[src/rtl/pong_match_controller.sv]
// pong_match_controller
//
// Match sequencer for Pong. It steps the game through idle, serve, rally,
// point pause and game-over. It keeps both scores and drives the shared
// enable and active-low reset lines of the paddles and the ball. The VGA
// frame tick is its time base.
//
// Ports:
//   clock          system clock
//   reset          synchronous, active-high
//   frame_tick     one-cycle pulse per video frame
//   start          start/restart button (level, active-high)
//   miss_left      pulse: ball left via the left edge, so the right player scores
//   miss_right     pulse: ball left via the right edge, so the left player scores
//   objects_rst_n  active-low reset to paddles and ball (effective only while enabled)
//   paddle_enable  enable for both paddles
//   ball_enable    enable for the ball
//   serve_dir      launch direction: 0 = toward left, 1 = toward right
//   score_left     left player score
//   score_right    right player score
//   state          IDLE=0, SERVE=1, PLAY=2, POINT=3, OVER=4
//   game_over      high in OVER
//   winner         valid in OVER: 0 = left won, 1 = right won

module pong_match_controller #(
    parameter int WIN_SCORE    = 7,
    parameter int SERVE_FRAMES = 60,
    parameter int POINT_FRAMES = 90,
    parameter int SCORE_W      = 4
) (
    input  logic               clock,
    input  logic               reset,
    input  logic               frame_tick,
    input  logic               start,
    input  logic               miss_left,
    input  logic               miss_right,
    output logic               objects_rst_n,
    output logic               paddle_enable,
    output logic               ball_enable,
    output logic               serve_dir,
    output logic [SCORE_W-1:0] score_left,
    output logic [SCORE_W-1:0] score_right,
    output logic [2:0]         state,
    output logic               game_over,
    output logic               winner
);

    typedef enum logic [2:0] {
        IDLE  = 3'd0,
        SERVE = 3'd1,
        PLAY  = 3'd2,
        POINT = 3'd3,
        OVER  = 3'd4
    } state_t;

    // The frame counter runs from 0 up to the last frame of the pause, so
    // expiry is a tick that arrives while the count is already at FRAMES-1.
    localparam logic [7:0]         SERVE_LAST = 8'(SERVE_FRAMES - 1);
    localparam logic [7:0]         POINT_LAST = 8'(POINT_FRAMES - 1);
    localparam logic [SCORE_W-1:0] WIN        = SCORE_W'(WIN_SCORE);

    state_t             state_q, state_d;
    logic [SCORE_W-1:0] score_left_q, score_left_d;
    logic [SCORE_W-1:0] score_right_q, score_right_d;
    logic               serve_dir_q, serve_dir_d;
    logic               winner_q, winner_d;
    logic [7:0]         cnt_q, cnt_d;
    logic               start_q;
    logic               start_rise;

    // start_q resets to 1 so a button held through reset must be released
    // and pressed again before a game begins.
    assign start_rise = start & ~start_q;

    always_ff @(posedge clock) begin
        if (reset) begin
            state_q       <= IDLE;
            score_left_q  <= '0;
            score_right_q <= '0;
            serve_dir_q   <= 1'b1;
            winner_q      <= 1'b0;
            cnt_q         <= '0;
            start_q       <= 1'b1;
        end else begin
            state_q       <= state_d;
            score_left_q  <= score_left_d;
            score_right_q <= score_right_d;
            serve_dir_q   <= serve_dir_d;
            winner_q      <= winner_d;
            cnt_q         <= cnt_d;
            start_q       <= start;
        end
    end

    always_comb begin
        state_d       = state_q;
        score_left_d  = score_left_q;
        score_right_d = score_right_q;
        serve_dir_d   = serve_dir_q;
        winner_d      = winner_q;
        cnt_d         = '0;

        paddle_enable = 1'b1;
        ball_enable   = 1'b0;
        objects_rst_n = 1'b0;

        unique case (state_q)
            IDLE: begin
                if (start_rise) begin
                    state_d       = SERVE;
                    score_left_d  = '0;
                    score_right_d = '0;
                    serve_dir_d   = 1'b1;
                end
            end

            SERVE: begin
                ball_enable = 1'b1;
                cnt_d       = cnt_q;
                if (frame_tick) begin
                    if (cnt_q == SERVE_LAST) begin
                        state_d = PLAY;
                        cnt_d   = '0;
                    end else begin
                        cnt_d = cnt_q + 8'd1;
                    end
                end
            end

            PLAY: begin
                ball_enable   = 1'b1;
                objects_rst_n = 1'b1;
                // A simultaneous miss on both sides counts as a let, so
                // neither score nor serve direction changes.
                if (miss_left && miss_right) begin
                    state_d = POINT;
                end else if (miss_left) begin
                    state_d       = POINT;
                    score_right_d = score_right_q + SCORE_W'(1);
                    serve_dir_d   = 1'b0;
                end else if (miss_right) begin
                    state_d      = POINT;
                    score_left_d = score_left_q + SCORE_W'(1);
                    serve_dir_d  = 1'b1;
                end
            end

            POINT: begin
                objects_rst_n = 1'b1;
                cnt_d         = cnt_q;
                if (frame_tick) begin
                    if (cnt_q == POINT_LAST) begin
                        cnt_d = '0;
                        if (score_left_q == WIN) begin
                            state_d  = OVER;
                            winner_d = 1'b0;
                        end else if (score_right_q == WIN) begin
                            state_d  = OVER;
                            winner_d = 1'b1;
                        end else begin
                            state_d = SERVE;
                        end
                    end else begin
                        cnt_d = cnt_q + 8'd1;
                    end
                end
            end

            OVER: begin
                paddle_enable = 1'b0;
                objects_rst_n = 1'b1;
                if (start_rise) begin
                    state_d       = SERVE;
                    score_left_d  = '0;
                    score_right_d = '0;
                    serve_dir_d   = 1'b1;
                end
            end

            default: begin
                state_d = IDLE;
            end
        endcase
    end

    assign state       = state_q;
    assign score_left  = score_left_q;
    assign score_right = score_right_q;
    assign serve_dir   = serve_dir_q;
    assign winner      = winner_q;
    assign game_over   = (state_q == OVER);

endmodule

[config.mk]
export PLATFORM = sky130hd
export DESIGN_NAME = pong_match_controller
export DESIGN_NICKNAME = d
export VERILOG_FILES = /design/src/rtl/pong_match_controller.sv
export SDC_FILE = /design/constraint.sdc
export NUM_CORES = 1
export LEC_CHECK = 0
export CORE_AREA = 5 5 62 64
export DETAILED_ROUTE_END_ITERATION = 10
export DIE_AREA = 0 0 67 69
export DONT_BUFFER_PORTS = 1
export SLEW_MARGIN = 5
export SYNTH_ARGS = -nofsm -noshare
export SYNTH_HDL_FRONTEND = slang
export SYNTH_SLANG_ARGS = --single-unit
[constraint.sdc]
create_clock -name clock -period 2.5 [get_ports clock]
set_clock_uncertainty 0.1 [all_clocks]
set_input_delay 0.5 -clock clock [delete_from_list [all_inputs] [get_ports clock]]
set_output_delay 0.5 -clock clock [all_outputs]
set_load 0.01 [all_outputs]
==> impl_metrics.py, run 1 <==
metrics = {
    "power": {
        "p_leak_nw": 0.452,
        "internal-power_mw": 0.541,
        "irDropWorstVdd_v": 0.000184,
        "seq_power_share": 0.519,
        "combPwrFrac": 0.086,
        "total_power_mw": 0.704,
        "swShare": 0.231,
        "clkPwrFrac": 0.395,
        "power_switching_mw": 0.163,
        "p_per_area_nw_per_um2": 532,
    },
    "run": {
        "drv_cap": 0,
    },
    "synthesis": {
        "seq_area_frac_synth": 0.363,
        "synth.most_common_cell": "dfxtp_1",
        "syn_nets": 157,
        "synth-edff-count": 0,
        "mappedNetlistArea_sq_um": 1210,
        "synth_top_area_frac": 0.363,
        "synth_seq_cells": 22,
        "synthFlopType": "dfxtp_1",
        "ys_async_sr_fraction": 0,
        "yosys.area.top_type": "dfxtp_1",
        "netlist_instances": 147,
        "syn_avg_cell_area_sq_um": 8.26,
        "synth_common_cells": "dfxtp_1 (22), nor2_1 (21), nand2_1 (17), a21oi_1 (7), inv_1 (7)",
        "post_synth_num_cell_types": 45,
        "synth_area_leaders": "dfxtp_1 (36%), nor2_1 (6.5%), nand2_1 (5.3%)",
        "yosysWarnings": 0,
    },
    "placed_design": {
        "dp_hpwl_microns": 1930,
        "placed_area_sq_um": 1270,
        "routabilityCongestion": 0.732,
        "io_buffers": 0,
    },
    "clock_network": {
        "post_cts_buffers": 0,
        "cts-buffers-inserted": 3,
        "clk_latency_ps": 310,
        "cts_tree": "yes",
        "clockBufferDepth": 2,
        "cts_root_buffer": "clkbuf_4",
        "htreeDepth": 1,
        "clock-sinks": 22,
        "hold_buffers": 0,
        "cts_resized": 0,
        "clk_pin_slew_ps": 130,
    },
    "drt": {
        "drc": 0,
        "vias": 1051,
        "first_pass_iters": 4,
        "wl_microns": 2610,
        "drt_iter0_markers": 16,
        "vias_per_cell": 5.39,
        "routedWlPerCell_microns": 13.4,
        "ant_nets": 0,
    },
    "timing": {
        "maxSlewHeadroom": 0.573,
        "worst_pin_slew_ps": 636,
        "fin_crit_ps": 2030,
        "setup_violations": 0,
        "fin_crit_sh": 0.811,
        "rsz0062_at_grt": "no",
        "fmax_ghz": 0.493,
        "hold_viol_final": 0,
        "fin_setup_tns_ps": 0,
        "slew_violations": 0,
    },
    "finish": {
        "area_delta_synth_final_pct": 8.96,
        "diodes": 0,
        "layout-drive-gt1-share": 0.101,
        "nNetsFinal": 160,
        "stdcell_area_sq_um": 1320,
    },
    "worst_setup_path": {
        "end_kind": "flip-flop",
        "critPathRequiredTime_ps": 2600,
        "reg2reg_depth": 6,
        "cp-endpoint": "state[1]$_SDFFE_PP0P_",
        "r2r-start": "cnt_q[0]$_SDFFE_PP0P_",
        "reg2reg_slack_ps": 470,
        "crit_type": "flip-flop to flip-flop",
        "cp_data_arrival_time_ps": 2130,
        "r2r_end": "state[1]$_SDFFE_PP0P_",
        "cp-startpoint": "cnt_q[0]$_SDFFE_PP0P_",
        "start_kind": "flip-flop",
        "worstPathMaxFanout": 7,
    },
    "floorplan": {
        "die_x_microns": 67,
        "core_sq_um": 3230,
        "rows": 21,
        "io_pins": 23,
        "die_area_sq_um": 4620,
        "die_h_microns": 69,
        "initial_utilization": 0.376,
    },
    "grt": {
        "grt_pass1_wl_microns": 4310,
        "track_usage": 0.117,
        "overflow": 0,
        "antenna_found_initial": 0,
        "grt_pass1_vias": 952,
        "grt_max_degree": 16,
    },
    "hold_path": {
        "min_path_type": "input port to flip-flop",
        "hold_path_startpoint": "reset",
    },
    "run_status": {
        "status": "finished, final reports clean",
    },
}
==> cells in the final DEF, fill, tap and decap left out, types with 2 or more instances in the layout <==
master,count
o21a_1,2
nor2b_1,2
inv_1,7
nor2_1,21
clkbuf_4,3
nand2b_1,3
a21oi_1,7
xnor2_1,4
nand2_1,17
nand4b_1,2
nand4_1,2
o41ai_1,2
dfxtp_1,22
nor4_2,2
a22oi_1,2
or2_2,2
ha_1,4
buf_4,2
xor2_1,2
nand3_1,6
a31oi_1,3
o21ai_0,5
mux2i_1,2
nor3_1,3
==> registers in the layout, summed over array words and instances, names as in the netlist <==
| name | flops |
|---|---|
| serve_dir | 1 |
| cnt_q | 8 |
| state | 3 |
| score_left | 4 |
| start_q | 1 |
| score_right | 4 |
| winner | 1 |
==> cell type report <==
| cell class | instances | area, sq um |
|---|---|---|
| flip-flops and latches | 22 | 440 |
| well taps | 46 | 57.6 |
| fillers | 334 | 1910 |
| repair buffers | 2 | 15.0 |
| inverters | 7 | 26.3 |
| multi-input cells | 114 | 732 |
| clock buffers | 3 | 22.5 |
| clock inverters | 1 | 30.0 |
==> cells by family (layout without fill, tap and decap cells) <==
group | after synthesis | after routing | share of synthesized area
adder cells (fa/ha/maj) | 4 | 4 | 0.0412
AND/OR/NAND/NOR | 71 | 71 | 0.326
AO/OA/AOI/OAI | 30 | 30 | 0.166
XOR/XNOR | 6 | 6 | 0.0433
flip-flops | 22 | 22 | 0.363
buffers and inverters | 11 | 13 | 0.0350
multiplexers | 3 | 3 | 0.0257
==> worst max-delay path, stage by stage, from the launching register on <==
cell      delay [ps]
dfxtp_1          420
ha_1             240
or4b_4           490
nor3_4           160
nor3_2           120
o311ai_1         280
o41ai_1          110
==> power groups by stage <==
stage | Sequential [mW] | Combinational [mW] | Clock [mW]
final | 0.366 | 0.0603 | 0.278
after global routing | 0.367 | 0.0669 | 0.301
after CTS | 0.366 | 0.0611 | 0.285
after detailed placement | 0.374 | 0.0605 | 0
after global placement | 0.373 | 0.0588 | 0
after floorplan | 0.371 | 0.0504 | 0
==> through the flow <==
step / setup slack (ps) / instances / utilization / hold slack (ps)
2_1_floorplan: 601 / 147 / - / 367
3_5_place_dp: 490 / 191 / 0.393 / 390
3_3_place_gp: 539 / 191 / 0.393 / 386
4_1_cts: 462 / 195 / 0.410 / 121
6_report: 473 / 195 / 0.410 / 136
5_1_grt: 272 / 195 / 0.410 / 103
==> how the worst min path moves through the flow <==
stage / endpoint / slack, ps / depth (start not counted)
6_report: score_left[1]$_SDFFE_PP0P_ / 140 / 1
5_1_grt: cnt_q[5]$_SDFFE_PP0P_ / 100 / 1
4_1_cts: cnt_q[5]$_SDFFE_PP0P_ / 120 / 1
3_5_place_dp: cnt_q[7]$_SDFFE_PP0P_ / 390 / 2
3_3_place_gp: cnt_q[7]$_SDFFE_PP0P_ / 390 / 2
2_1_floorplan: cnt_q[7]$_SDFFE_PP0P_ / 370 / 2
==> metal layers <==
layer,vias to the layer above,global-route usage,share of wire
met1,497,0.149,0.43
li1,529,-,-
met3,2,0.0341,0.068
met2,23,0.180,0.49
met4,0,0.0473,0.0080
met5,-,0,0
Power figures use the tool's default switching activity.
==> run 2: changes to the inputs <==
==> constraint.sdc (replaced) <==
create_clock -name clock -period 1.85 [get_ports clock]
set_clock_uncertainty 0.1 [all_clocks]
set_input_delay 0.37 -clock clock [delete_from_list [all_inputs] [get_ports clock]]
set_output_delay 0.37 -clock clock [all_outputs]
set_load 0.01 [all_outputs]
==> impl_metrics.py, run 2 (synthesized netlist as in run 1, its figures left out) <==
metrics = {
    "run_status": {
        "status": "finished, final reports clean",
    },
    "clock_network": {
        "htreeDepth": 1,
        "clock-sinks": 22,
        "clockBufferDepth": 2,
        "cts-buffers-inserted": 3,
        "clk_latency_ps": 320,
        "cts_root_buffer": "clkbuf_4",
        "clk_pin_slew_ps": 130,
        "cts_tree": "yes",
    },
    "drt": {
        "vias_per_cell": 5.36,
        "vias": 1157,
        "first_pass_iters": 4,
        "drt_iter0_markers": 39,
        "routedWlPerCell_microns": 13.6,
        "ant_nets": 0,
        "drc": 0,
        "wl_microns": 2950,
    },
    "worst_setup_path": {
        "crit_type": "flip-flop to flip-flop",
        "end_kind": "flip-flop",
        "reg2reg_slack_ps": 8,
        "start_kind": "flip-flop",
        "critPathRequiredTime_ps": 1960,
        "cp_data_arrival_time_ps": 1950,
        "reg2reg_depth": 6,
        "worstPathMaxFanout": 5,
    },
    "timing": {
        "fin_setup_tns_ps": 0,
        "slew_violations": 0,
        "holdWs_ps": 15.6,
        "fin_crit_sh": 0.996,
        "fin_crit_ps": 1840,
        "setup_ws_ps": 7.91,
        "hold_viol_final": 0,
        "setup_violations": 0,
        "rsz0062_at_grt": "yes",
        "worst_pin_slew_ps": 404,
        "fmax_ghz": 0.543,
        "maxSlewHeadroom": 0.729,
    },
    "power": {
        "p_leak_nw": 0.560,
        "p_per_area_nw_per_um2": 575,
        "irDropWorstVdd_v": 0.000199,
        "total_power_mw": 0.881,
    },
    "placed_design": {
        "dp_hpwl_microns": 2160,
        "io_buffers": 0,
        "placed_area_sq_um": 1420,
        "dp_slack_ps": -39.2,
        "routabilityCongestion": 0.802,
    },
    "floorplan": {
        "die_x_microns": 67,
        "die_h_microns": 69,
        "io_pins": 23,
        "initial_utilization": 0.376,
        "rows": 21,
        "die_area_sq_um": 4620,
        "core_sq_um": 3230,
    },
    "finish": {
        "area_delta_synth_final_pct": 26.0,
        "most-common-layout-cells": "nor2_1 (21), dfxtp_1 (19), buf_4 (18)",
        "final_common_cell": "nor2_1",
        "largest_reg_flops": 8,
        "top_register": "cnt_q",
        "nNetsFinal": 181,
        "diodes": 0,
        "layout-drive-gt1-share": 0.229,
        "stdcell_area_sq_um": 1530,
    },
    "grt": {
        "antenna_found_initial": 0,
        "grt_pass1_vias": 1111,
        "grt_pass1_wl_microns": 4970,
        "overflow": 0,
        "grt_max_degree": 15,
        "track_usage": 0.132,
    },
    "hold_path": {
        "min_path_type": "input port to flip-flop",
        "whs_path_depth": 1,
    },
    "run": {
        "drv_cap": 0,
    },
}
-- run 2: layout make-up --
cell class,instances,area [sq um]
Multi-Input combinational cell,114,774
Fill cell,319,1700
Sequential cell,22,449
Tap cell,46,57.6
Inverter,7,26.3
Clock buffer,4,36.3
Timing Repair Buffer,23,186
-- run 2: path summary, 6_finish.rpt --
check                             start                          to
hold / removal                    reset  score_left[1]$_SDFFE_PP0P_
setup reg to reg  cnt_q[1]$_SDFFE_PP0P_       state[1]$_SDFFE_PP0P_
hold reg to reg   cnt_q[7]$_SDFFE_PP0P_       cnt_q[7]$_SDFFE_PP0P_
setup / recovery  cnt_q[1]$_SDFFE_PP0P_       state[1]$_SDFFE_PP0P_
-- run 2: power by group --
part | internal (mW) | leakage [nW] | switching, mW
logic | 0.0509 | 0.359 | 0.0663
registers | 0.480 | 0.180 | 0.00757
clock network | 0.120 | 0.0210 | 0.155
total | 0.652 | 0.560 | 0.229
-- run 2: through the flow --
step | util | std cells
after floorplan | - | 147
after global placement | 0.438 | 207
after detailed placement | 0.438 | 207
after CTS | 0.455 | 213
after global routing | 0.473 | 216
final | 0.473 | 216
-- run 2: per-layer routing --
layer,global-route usage,wire length [microns],vias to the layer above,share of wire
met3,0.0308,188,4,0.064
met1,0.166,1290,556,0.44
met4,0.0450,31,0,0.011
met2,0.217,1430,26,0.49
li1,-,-,571,-
met5,0,0,-,0
-- run 2: repair_timing --
| item | CTS | global route |
|---|---|---|
| hold buffers | 2 | 2 |
| gates resized for setup | 0 | 9 |
| endpoints found under the hold margin | 4 | 5 |
| endpoints found under the setup margin | 6 | 12 |
| setup buffers | 0 | 1 |
| pin swaps | 1 | 4 |
-- run 2: worst max-delay path, cell delays in order, from the launching register on --
cell,delay (ps)
dfxtp_4,400
ha_4,130
or4b_4,470
nor3_4,200
nor3_4,90
o311ai_1,240
o41ai_1,110
